File: config.mk
export PLATFORM = sky130hd
export DESIGN_NAME = lfsr_key_scheduler_flat
export DESIGN_NICKNAME = d
export VERILOG_FILES = /design/src/rtl/lfsr_key_scheduler_if.sv /design/src/rtl/lfsr_key_scheduler.sv /design/src/flat_wrapper.sv
export SDC_FILE = /design/constraint.sdc
export NUM_CORES = 1
export LEC_CHECK = 0
export CORE_ASPECT_RATIO = 1.5
export CORE_MARGIN = 8
export CORE_UTILIZATION = 50
export DETAILED_ROUTE_END_ITERATION = 7
export GPL_ROUTABILITY_DRIVEN = 0
export MAX_ROUTING_LAYER = met4
export PLACE_DENSITY_LB_ADDON = 0.1
export SLEW_MARGIN = 20
export SYNTH_ARGS = -nofsm -noshare
export SYNTH_HDL_FRONTEND = slang
export SYNTH_SLANG_ARGS = --single-unit
export TNS_END_PERCENT = 30
File: constraint.sdc
create_clock -name clk -period 4.46 [get_ports clk]
set_clock_uncertainty 0.2 [all_clocks]
set_input_delay 1.115 -clock clk [delete_from_list [all_inputs] [get_ports clk]]
set_output_delay 1.115 -clock clk [all_outputs]
set_load 0.02 [all_outputs]
File: src/rtl/lfsr_key_scheduler_if.sv
// ---------------------------------------------------------------------------
// lfsr_key_scheduler_if
// Bundles the requester-facing signals of the LFSR key scheduler.
//   seed_load  : load seed_in into the LFSR (accepted only while idle)
//   seed_in    : 6-bit seed value
//   req        : level request per requester
//   grant      : one-hot owner of the current key cycle, zero when idle
//   key_out    : delivered key word, valid with key_valid
//   key_valid  : one-cycle strobe for key_out
//   busy       : a key cycle is in progress
//   lfsr_state : live LFSR contents for seed save-back
// master = requester side, slave = scheduler side.
// ---------------------------------------------------------------------------
interface lfsr_key_scheduler_if #(
    parameter int NUM_REQ = 2
);
    logic               seed_load;
    logic [5:0]         seed_in;
    logic [NUM_REQ-1:0] req;
    logic [NUM_REQ-1:0] grant;
    logic [5:0]         key_out;
    logic               key_valid;
    logic               busy;
    logic [5:0]         lfsr_state;

    modport master (
        output seed_load, seed_in, req,
        input  grant, key_out, key_valid, busy, lfsr_state
    );

    modport slave (
        input  seed_load, seed_in, req,
        output grant, key_out, key_valid, busy, lfsr_state
    );
endinterface

File: src/rtl/lfsr_key_scheduler.sv
// ---------------------------------------------------------------------------
// lfsr_key_scheduler
// Shares one 6-bit Fibonacci LFSR between NUM_REQ requesters. A round-robin
// arbiter picks one requester in IDLE, the LFSR is stepped STEPS_PER_KEY
// times, and the stepped value is returned with a one-cycle key_valid.
// Ports:
//   clk   : system clock, rising edge
//   rst_n : asynchronous active-low reset
//   bus   : lfsr_key_scheduler_if.slave (seed, req, grant, key, status)
// ---------------------------------------------------------------------------
module lfsr_key_scheduler #(
    parameter int         NUM_REQ       = 2,
    parameter int         STEPS_PER_KEY = 3,
    parameter logic [5:0] DEFAULT_SEED  = 6'b000001
) (
    input  logic                  clk,
    input  logic                  rst_n,
    lfsr_key_scheduler_if.slave   bus
);
    localparam int PTR_W = (NUM_REQ > 1) ? $clog2(NUM_REQ) : 1;

    typedef enum logic [1:0] {
        IDLE    = 2'd0,
        STEP    = 2'd1,
        DELIVER = 2'd2
    } state_t;

    state_t             state_q, state_d;
    logic [5:0]         lfsr_q, lfsr_d;
    logic [3:0]         cnt_q, cnt_d;
    logic [PTR_W-1:0]   ptr_q, ptr_d;
    logic [NUM_REQ-1:0] grant_q, grant_d;
    logic [5:0]         key_q, key_d;
    logic               valid_q, valid_d;
    logic               busy_q, busy_d;

    logic               win_found;
    logic [PTR_W-1:0]   win_idx;
    logic [5:0]         lfsr_stepped;

    // Shift right, feedback (bit0 ^ bit1) enters at the MSB.
    assign lfsr_stepped = {lfsr_q[0] ^ lfsr_q[1], lfsr_q[5:1]};

    // Round-robin search starting just after the last winner. Iterating from
    // the farthest candidate down to the nearest lets the nearest one win.
    always_comb begin
        logic [PTR_W-1:0] cand;
        win_found = 1'b0;
        win_idx   = '0;
        for (int i = NUM_REQ; i >= 1; i--) begin
            cand = PTR_W'((int'(ptr_q) + i) % NUM_REQ);
            if (bus.req[cand]) begin
                win_found = 1'b1;
                win_idx   = cand;
            end
        end
    end

    always_comb begin
        state_d = state_q;
        lfsr_d  = lfsr_q;
        cnt_d   = cnt_q;
        ptr_d   = ptr_q;
        grant_d = grant_q;
        key_d   = key_q;
        valid_d = valid_q;
        busy_d  = busy_q;
        case (state_q)
            IDLE: begin
                if (bus.seed_load) begin
                    // A zero seed would lock the LFSR, so it is replaced.
                    lfsr_d = (bus.seed_in == 6'd0) ? DEFAULT_SEED : bus.seed_in;
                end else if (win_found) begin
                    grant_d = NUM_REQ'(1) << win_idx;
                    ptr_d   = win_idx;
                    busy_d  = 1'b1;
                    cnt_d   = 4'd0;
                    state_d = STEP;
                end
            end
            STEP: begin
                lfsr_d = lfsr_stepped;
                cnt_d  = cnt_q + 4'd1;
                if (cnt_q == 4'(STEPS_PER_KEY - 1)) begin
                    key_d   = lfsr_stepped;
                    valid_d = 1'b1;
                    state_d = DELIVER;
                end
            end
            DELIVER: begin
                valid_d = 1'b0;
                grant_d = '0;
                busy_d  = 1'b0;
                state_d = IDLE;
            end
            default: begin
                valid_d = 1'b0;
                grant_d = '0;
                busy_d  = 1'b0;
                state_d = IDLE;
            end
        endcase
    end

    always_ff @(posedge clk or negedge rst_n) begin
        if (!rst_n) begin
            state_q <= IDLE;
            lfsr_q  <= DEFAULT_SEED;
            cnt_q   <= 4'd0;
            ptr_q   <= PTR_W'(NUM_REQ - 1);
            grant_q <= '0;
            key_q   <= 6'd0;
            valid_q <= 1'b0;
            busy_q  <= 1'b0;
        end else begin
            state_q <= state_d;
            lfsr_q  <= lfsr_d;
            cnt_q   <= cnt_d;
            ptr_q   <= ptr_d;
            grant_q <= grant_d;
            key_q   <= key_d;
            valid_q <= valid_d;
            busy_q  <= busy_d;
        end
    end

    assign bus.grant      = grant_q;
    assign bus.key_out    = key_q;
    assign bus.key_valid  = valid_q;
    assign bus.busy       = busy_q;
    assign bus.lfsr_state = lfsr_q;

endmodule

File: src/flat_wrapper.sv
// flat-port wrapper written by rule: the top's interface ports become plain ports
module lfsr_key_scheduler_flat 
#(
    parameter int         NUM_REQ       = 2,
    parameter int         STEPS_PER_KEY = 3,
    parameter logic [5:0] DEFAULT_SEED  = 6'b000001
)
  (clk, rst_n, bus_seed_load, bus_seed_in, bus_req, bus_grant, bus_key_out, bus_key_valid, bus_busy, bus_lfsr_state);
  lfsr_key_scheduler_if #(.NUM_REQ(NUM_REQ)) bus_i ();
  input  logic clk;
  input  logic rst_n;
  input wire logic [$bits(bus_i.seed_load)-1:0] bus_seed_load;
  input wire logic [$bits(bus_i.seed_in)-1:0] bus_seed_in;
  input wire logic [$bits(bus_i.req)-1:0] bus_req;
  output wire logic [$bits(bus_i.grant)-1:0] bus_grant;
  output wire logic [$bits(bus_i.key_out)-1:0] bus_key_out;
  output wire logic [$bits(bus_i.key_valid)-1:0] bus_key_valid;
  output wire logic [$bits(bus_i.busy)-1:0] bus_busy;
  output wire logic [$bits(bus_i.lfsr_state)-1:0] bus_lfsr_state;
  assign bus_i.seed_load = bus_seed_load;
  assign bus_i.seed_in = bus_seed_in;
  assign bus_i.req = bus_req;
  assign bus_grant = bus_i.grant;
  assign bus_key_out = bus_i.key_out;
  assign bus_key_valid = bus_i.key_valid;
  assign bus_busy = bus_i.busy;
  assign bus_lfsr_state = bus_i.lfsr_state;
  lfsr_key_scheduler #(.NUM_REQ(NUM_REQ), .STEPS_PER_KEY(STEPS_PER_KEY), .DEFAULT_SEED(DEFAULT_SEED)) u_core (.clk(clk), .rst_n(rst_n), .bus(bus_i));
endmodule
==> results of run 1 <==
flip-flops by register name, summed over array words and instances (netlist names):
name / count
u_core.bus.busy: 1
u_core.bus.grant: 2
u_core.bus.key_out: 6
u_core.bus.key_valid: 1
u_core.bus.lfsr_state: 6
u_core.cnt_q: 4
u_core.ptr_q: 1
u_core.state_q: 2
synthesized netlist by cell type:
cell type | instances | share of area, %
and3b_1 | 4 | 3.1
o31a_1 | 1 | 0.77
or4_1 | 1 | 0.66
nor3_1 | 1 | 0.44
mux2i_1 | 1 | 0.88
dfrtp_1 | 21 | 46
o31ai_1 | 1 | 0.66
nand2_1 | 7 | 2.3
o2bb2ai_1 | 1 | 0.77
o21bai_1 | 1 | 0.66
nor2_1 | 4 | 1.3
a32oi_1 | 1 | 0.77
clkbuf_1 | 3 | 0.99
nor2b_1 | 1 | 0.55
o221a_2 | 1 | 0.99
dfstp_2 | 2 | 4.6
a21bo_2 | 1 | 0.88
mux2_2 | 1 | 0.99
mux2_4 | 6 | 7.9
buf_4 | 5 | 3.3
or4_4 | 1 | 0.99
nand2b_1 | 1 | 0.55
inv_1 | 6 | 2.0
xnor2_1 | 1 | 0.77
buf_6 | 2 | 2.0
nand2b_4 | 1 | 1.2
o21ai_0 | 6 | 2.6
xor2_1 | 1 | 0.77
a21oi_1 | 9 | 3.9
a31oi_1 | 1 | 0.55
o2111ai_1 | 1 | 0.77
ha_1 | 2 | 2.2
a22o_1 | 2 | 1.5
a311oi_1 | 1 | 0.77
nand3_1 | 2 | 0.88
cells by family after synthesis:
kind of cell / after synthesis / synth area share [%]
fa+ha+maj: 2 / 2.19
mux: 8 / 9.76
compound gates: 27 / 15.7
xor+xnor: 2 / 1.54
buf+inv: 16 / 8.22
simple gates: 23 / 12.0
flops: 23 / 50.7
final cells by class:
| class | instances | area (sq um) |
|---|---|---|
| fillers | 191 | 827 |
| clock buffers | 4 | 26.3 |
| flip-flops and latches | 23 | 578 |
| repair buffers | 26 | 255 |
| inverters | 6 | 22.5 |
| multi-input cells | 62 | 469 |
| well taps | 23 | 28.8 |
where the power goes:
part	internal [mW]	switching [mW]	total (mW)
Clock	0.0350	0.0612	0.0962
Sequential	0.313	0.106	0.419
Combinational	0.271	0.231	0.503
Total	0.619	0.399	1.02
per-layer routing:
metal	global-route usage (%)	vias up	wire length, um
li1	-	391	-
met1	15.6	404	1030
met2	21.0	24	1130
met3	2.20	5	149
met4	6.43	0	50
met5	-	-	0
path summary, 6_finish.rpt:
path	from	end	slack, ns	cells after the start
max in group asynchronous	rst_n	u_core.bus.lfsr_state[0]	3.14	1
setup / recovery	u_core.bus.lfsr_state[0]	bus_lfsr_state[0]	1.65	1
min in group asynchronous	rst_n	u_core.bus.key_out[2]	0.55	1
hold / removal	u_core.bus.key_out[5]	u_core.bus.key_out[5]	0.32	1
hold reg to reg	u_core.bus.key_out[5]	u_core.bus.key_out[5]	0.32	1
setup reg to reg	u_core.state_q[1]	u_core.bus.key_out[0]	2.47	3
stage by stage:
stage                     worst slack (ns)  util, %  power, mW  area (sq um)
after global placement                1.75     61.6      0.924          1360
final                                 1.65     62.5       1.02          1380
after CTS                             1.62     62.8       1.03          1390
after global routing                  1.59     62.5       1.10          1380
after detailed placement              1.75     61.6      0.937          1360
after floorplan                       2.22        -      0.760          1140
==> results.cfg, run 1 <==
[detailed_routing]
postRouteAntennaNets = 0
post_drt_wl_per_cell_um = 16.3
routed-via-count = 824
drt-vias-per-instance = 5.72
drc = 0
drt_wl_total_mm = 2.35
dr.pass1.iters = 4
first_iter_violations = 31

[floorplan]
row_count = 21
die_x_um = 55.0
start_util_pct = 51.7
die-area_sq_mm = 0.00410
ioPinCount = 27
core_sq_mm = 0.00221
die_height_um = 74.5

[final_layout]
fin_nets = 135
final_layout_size_suffix_gt1_share_pct = 14.0
layoutNonFillerInstCount = 144
areaGrowthSynthToFinish_pct = 20.9
diodes = 0
most-common-layout-cells = 25 x clkdlybuf4s50_1, 21 x dfrtp_1, 9 x a21oi_1
final_common_cell = clkdlybuf4s50_1

[yosys]
syn_area_per_cell_sq_um = 11.3
yosysSeqAreaShare_pct = 50.7
synth_area_sq_mm = 0.00114
yosys_warnings = 0
synthesis.nets = 114
syn_inst = 101
synth_cell_types = 35
ys_ff_latch = 23

[placement]
dp.cells = 140
portBuffers = 26
dp_hpwl_mm = 1.74

[cts]
clock_latency_ns = 0.31
root_buffer = clkbuf_4
ctsResizeCount = 0
hold_buffers = 0
clock_sinks = 23
htreeDepth = 1
cts-buffers-inserted = 3
cts.clk_slew.worst_paths_ns = 0.12
cts_setup_buffers = 0
cts_max_path_buffers = 2
cts_tree = done

[worst_setup_path]
crit_arrival_ns = 1.50
required_ns = 3.14
endpoint_kind = primary output
max_stage_delay_ns = 0.61
critPathSlowestCell = clkdlybuf4s50_1
critPathKind = reg2out
cp_cell_sequence = clkdlybuf4s50_1
startpoint_type = register
path_buf_inv = 1
crit_fanout = 3
path_delay_family = buffers and inverters

[timing]
worstMarginPinSlew_ns = 0.511
rsz0062_at_grt = false
timing.hold.ws_ns = 0.323
setup_viol = 0
slew_violations = 0
max_freq_mhz = 356
fin_crit_ns = 2.81
finalSetupTns_ns = 0
period_share_pct = 63.1
finalHoldViolations = 0
relSlewSlack_pct = 66.0

[pwr]
powerDensity_mw_per_mm2 = 738
peakVddDrop_mv = 0.331
p_leak_nw = 0.631

[global_routing]
grt_overflow = 0
grt_pass1_wl_mm = 3.98
grt_pass1_vias = 860
grt_max_degree = 24
grt_use_total_pct = 13.3
antenna_found_initial = 0

[flow_run]
maxCapViolCount = 0

[hold_path]
worstHoldPathType = reg2reg

[outcome]
status = finished clean
No activity file was read; power rests on OpenSTA's default activity.
==> run 2, diff against run 1 <==
CORE_UTILIZATION = 43   (was 50)
clock period = 2.27 ns   (was 4.46 ns; I/O delays follow)
==> results.cfg, run 2 (same netlist as run 1, synthesis figures left out) <==
[placement]
dp_hpwl_mm = 1.81
portBuffers = 26
dp.cells = 146

[pwr]
powerDensity_mw_per_mm2 = 1450
finalPower_mw = 2.09
p_leak_nw = 0.658
peakVddDrop_mv = 0.656

[final_layout]
postLayoutCoreUtil_pct = 55.5
most-common-layout-cells = 26 x clkdlybuf4s50_1, 21 x dfrtp_1, 9 x a21oi_1
final_layout_size_suffix_gt1_share_pct = 16.0
num-fill-cells = 228
layoutNonFillerInstCount = 150
fin_nets = 139
final_common_cell = clkdlybuf4s50_1
diodes = 0
areaGrowthSynthToFinish_pct = 25.9

[worst_setup_path]
rrSetupSlack_ns = 0.37
required_ns = 1.50
path_delay_family = buffers and inverters
rr_worst_depth = 5
critPathSlowestCell = clkdlybuf4s50_1
crit_fanout = 3
cp.depth = 1
path_buf_inv = 1
cp_cell_sequence = clkdlybuf4s50_1
crit_arrival_ns = 1.43
endpoint_kind = primary output
critPathKind = reg2out
max_stage_delay_ns = 0.61
startpoint_type = register

[global_routing]
grt_use_total_pct = 11.3
grt_max_degree = 24
grt_pass1_vias = 911
grt_overflow = 0
grt_pass1_wl_mm = 4.05
antenna_found_initial = 0

[timing]
fin_crit_ns = 2.20
finalHoldViolations = 0
rsz0062_at_grt = false
setup_viol = 0
worstMarginPinSlew_ns = 0.346
slew_violations = 0
timing.hold.ws_ns = 0.314
max_freq_mhz = 456
relSlewSlack_pct = 76.9
finalSetupTns_ns = 0
period_share_pct = 96.7

[cts]
root_buffer = clkbuf_8
cts.clk_slew.worst_paths_ns = 0.08
cts-buffers-inserted = 3
ctsResizeCount = 0
cts_tree = done
clock_sinks = 23
clock_latency_ns = 0.26
cts_setup_buffers = 0
hold_buffers = 0
cts_max_path_buffers = 2
htreeDepth = 1

[outcome]
status = finished clean

[hold_path]
holdPathStages = 2
worstHoldPathType = reg2reg

[detailed_routing]
drt_wl_total_mm = 2.37
first_iter_violations = 16
drc = 0
post_drt_wl_per_cell_um = 15.8
routed-via-count = 810
dr.pass1.iters = 3
postRouteAntennaNets = 0
drt-vias-per-instance = 5.40

[flow_run]
maxCapViolCount = 0

[floorplan]
start_util_pct = 44.1
die_x_um = 58.1
row_count = 23
ioPinCount = 27
core_sq_mm = 0.00259
die-area_sq_mm = 0.00459
die_height_um = 79.1
## run 2: cell types whose count changed in the layout (fill, tap and decap cells not counted), sizes merged
cell | previous run | this run
buf | 1 | 4
clkdlybuf4s50 | 25 | 26
## run 2: power breakdown
| group | switching [mW] | leakage [nW] | internal [mW] |
|---|---|---|---|
| registers | 0.156 | 0.282 | 0.617 |
| logic | 0.513 | 0.353 | 0.554 |
| clock network | 0.123 | 0.0228 | 0.125 |
| total | 0.792 | 0.658 | 1.30 |
## run 2: through the flow
step / area, sq um / worst slack, ns
2_1_floorplan: 1140 / 0.429
3_3_place_gp: 1390 / 0.131
3_5_place_dp: 1390 / 0.129
4_1_cts: 1440 / 0.0577
5_1_grt: 1440 / 0.0178
6_report: 1440 / 0.0748
## run 2: cell type report
| type | count | area, sq um | share of cell area [%] |
|---|---|---|---|
| Timing Repair Buffer | 30 | 290 | 20.2 |
| Multi-Input combinational cell | 62 | 469 | 32.7 |
| Clock buffer | 4 | 45.0 | 3.14 |
| Tap cell | 25 | 31.3 | 2.18 |
| Sequential cell | 23 | 578 | 40.2 |
| Inverter | 6 | 22.5 | 1.57 |
## run 2: path summary, 6_finish.rpt
check,from,end
min in group asynchronous,rst_n,u_core.bus.key_out[1]
min reg2reg,u_core.bus.busy,u_core.bus.busy
max in group asynchronous,rst_n,u_core.bus.lfsr_state[0]
max reg2reg,u_core.cnt_q[0],u_core.bus.key_out[2]
min,u_core.bus.busy,u_core.bus.busy
max,u_core.bus.lfsr_state[0],bus_lfsr_state[0]
## run 2: layer usage
metal | wire (um) | global-route usage, %
met2 | 1140 | 18.6
met4 | 18 | 4.93
met1 | 1080 | 12.4
met3 | 130 | 3.39
met5 | 0 | -
==> run 3, diff against run 2 <==
HOLD_SLACK_MARGIN = 0.02   (was unset)
==> results of run 3 <==
Same layout as run 2: the final DEF is identical, and so are final timing and power.
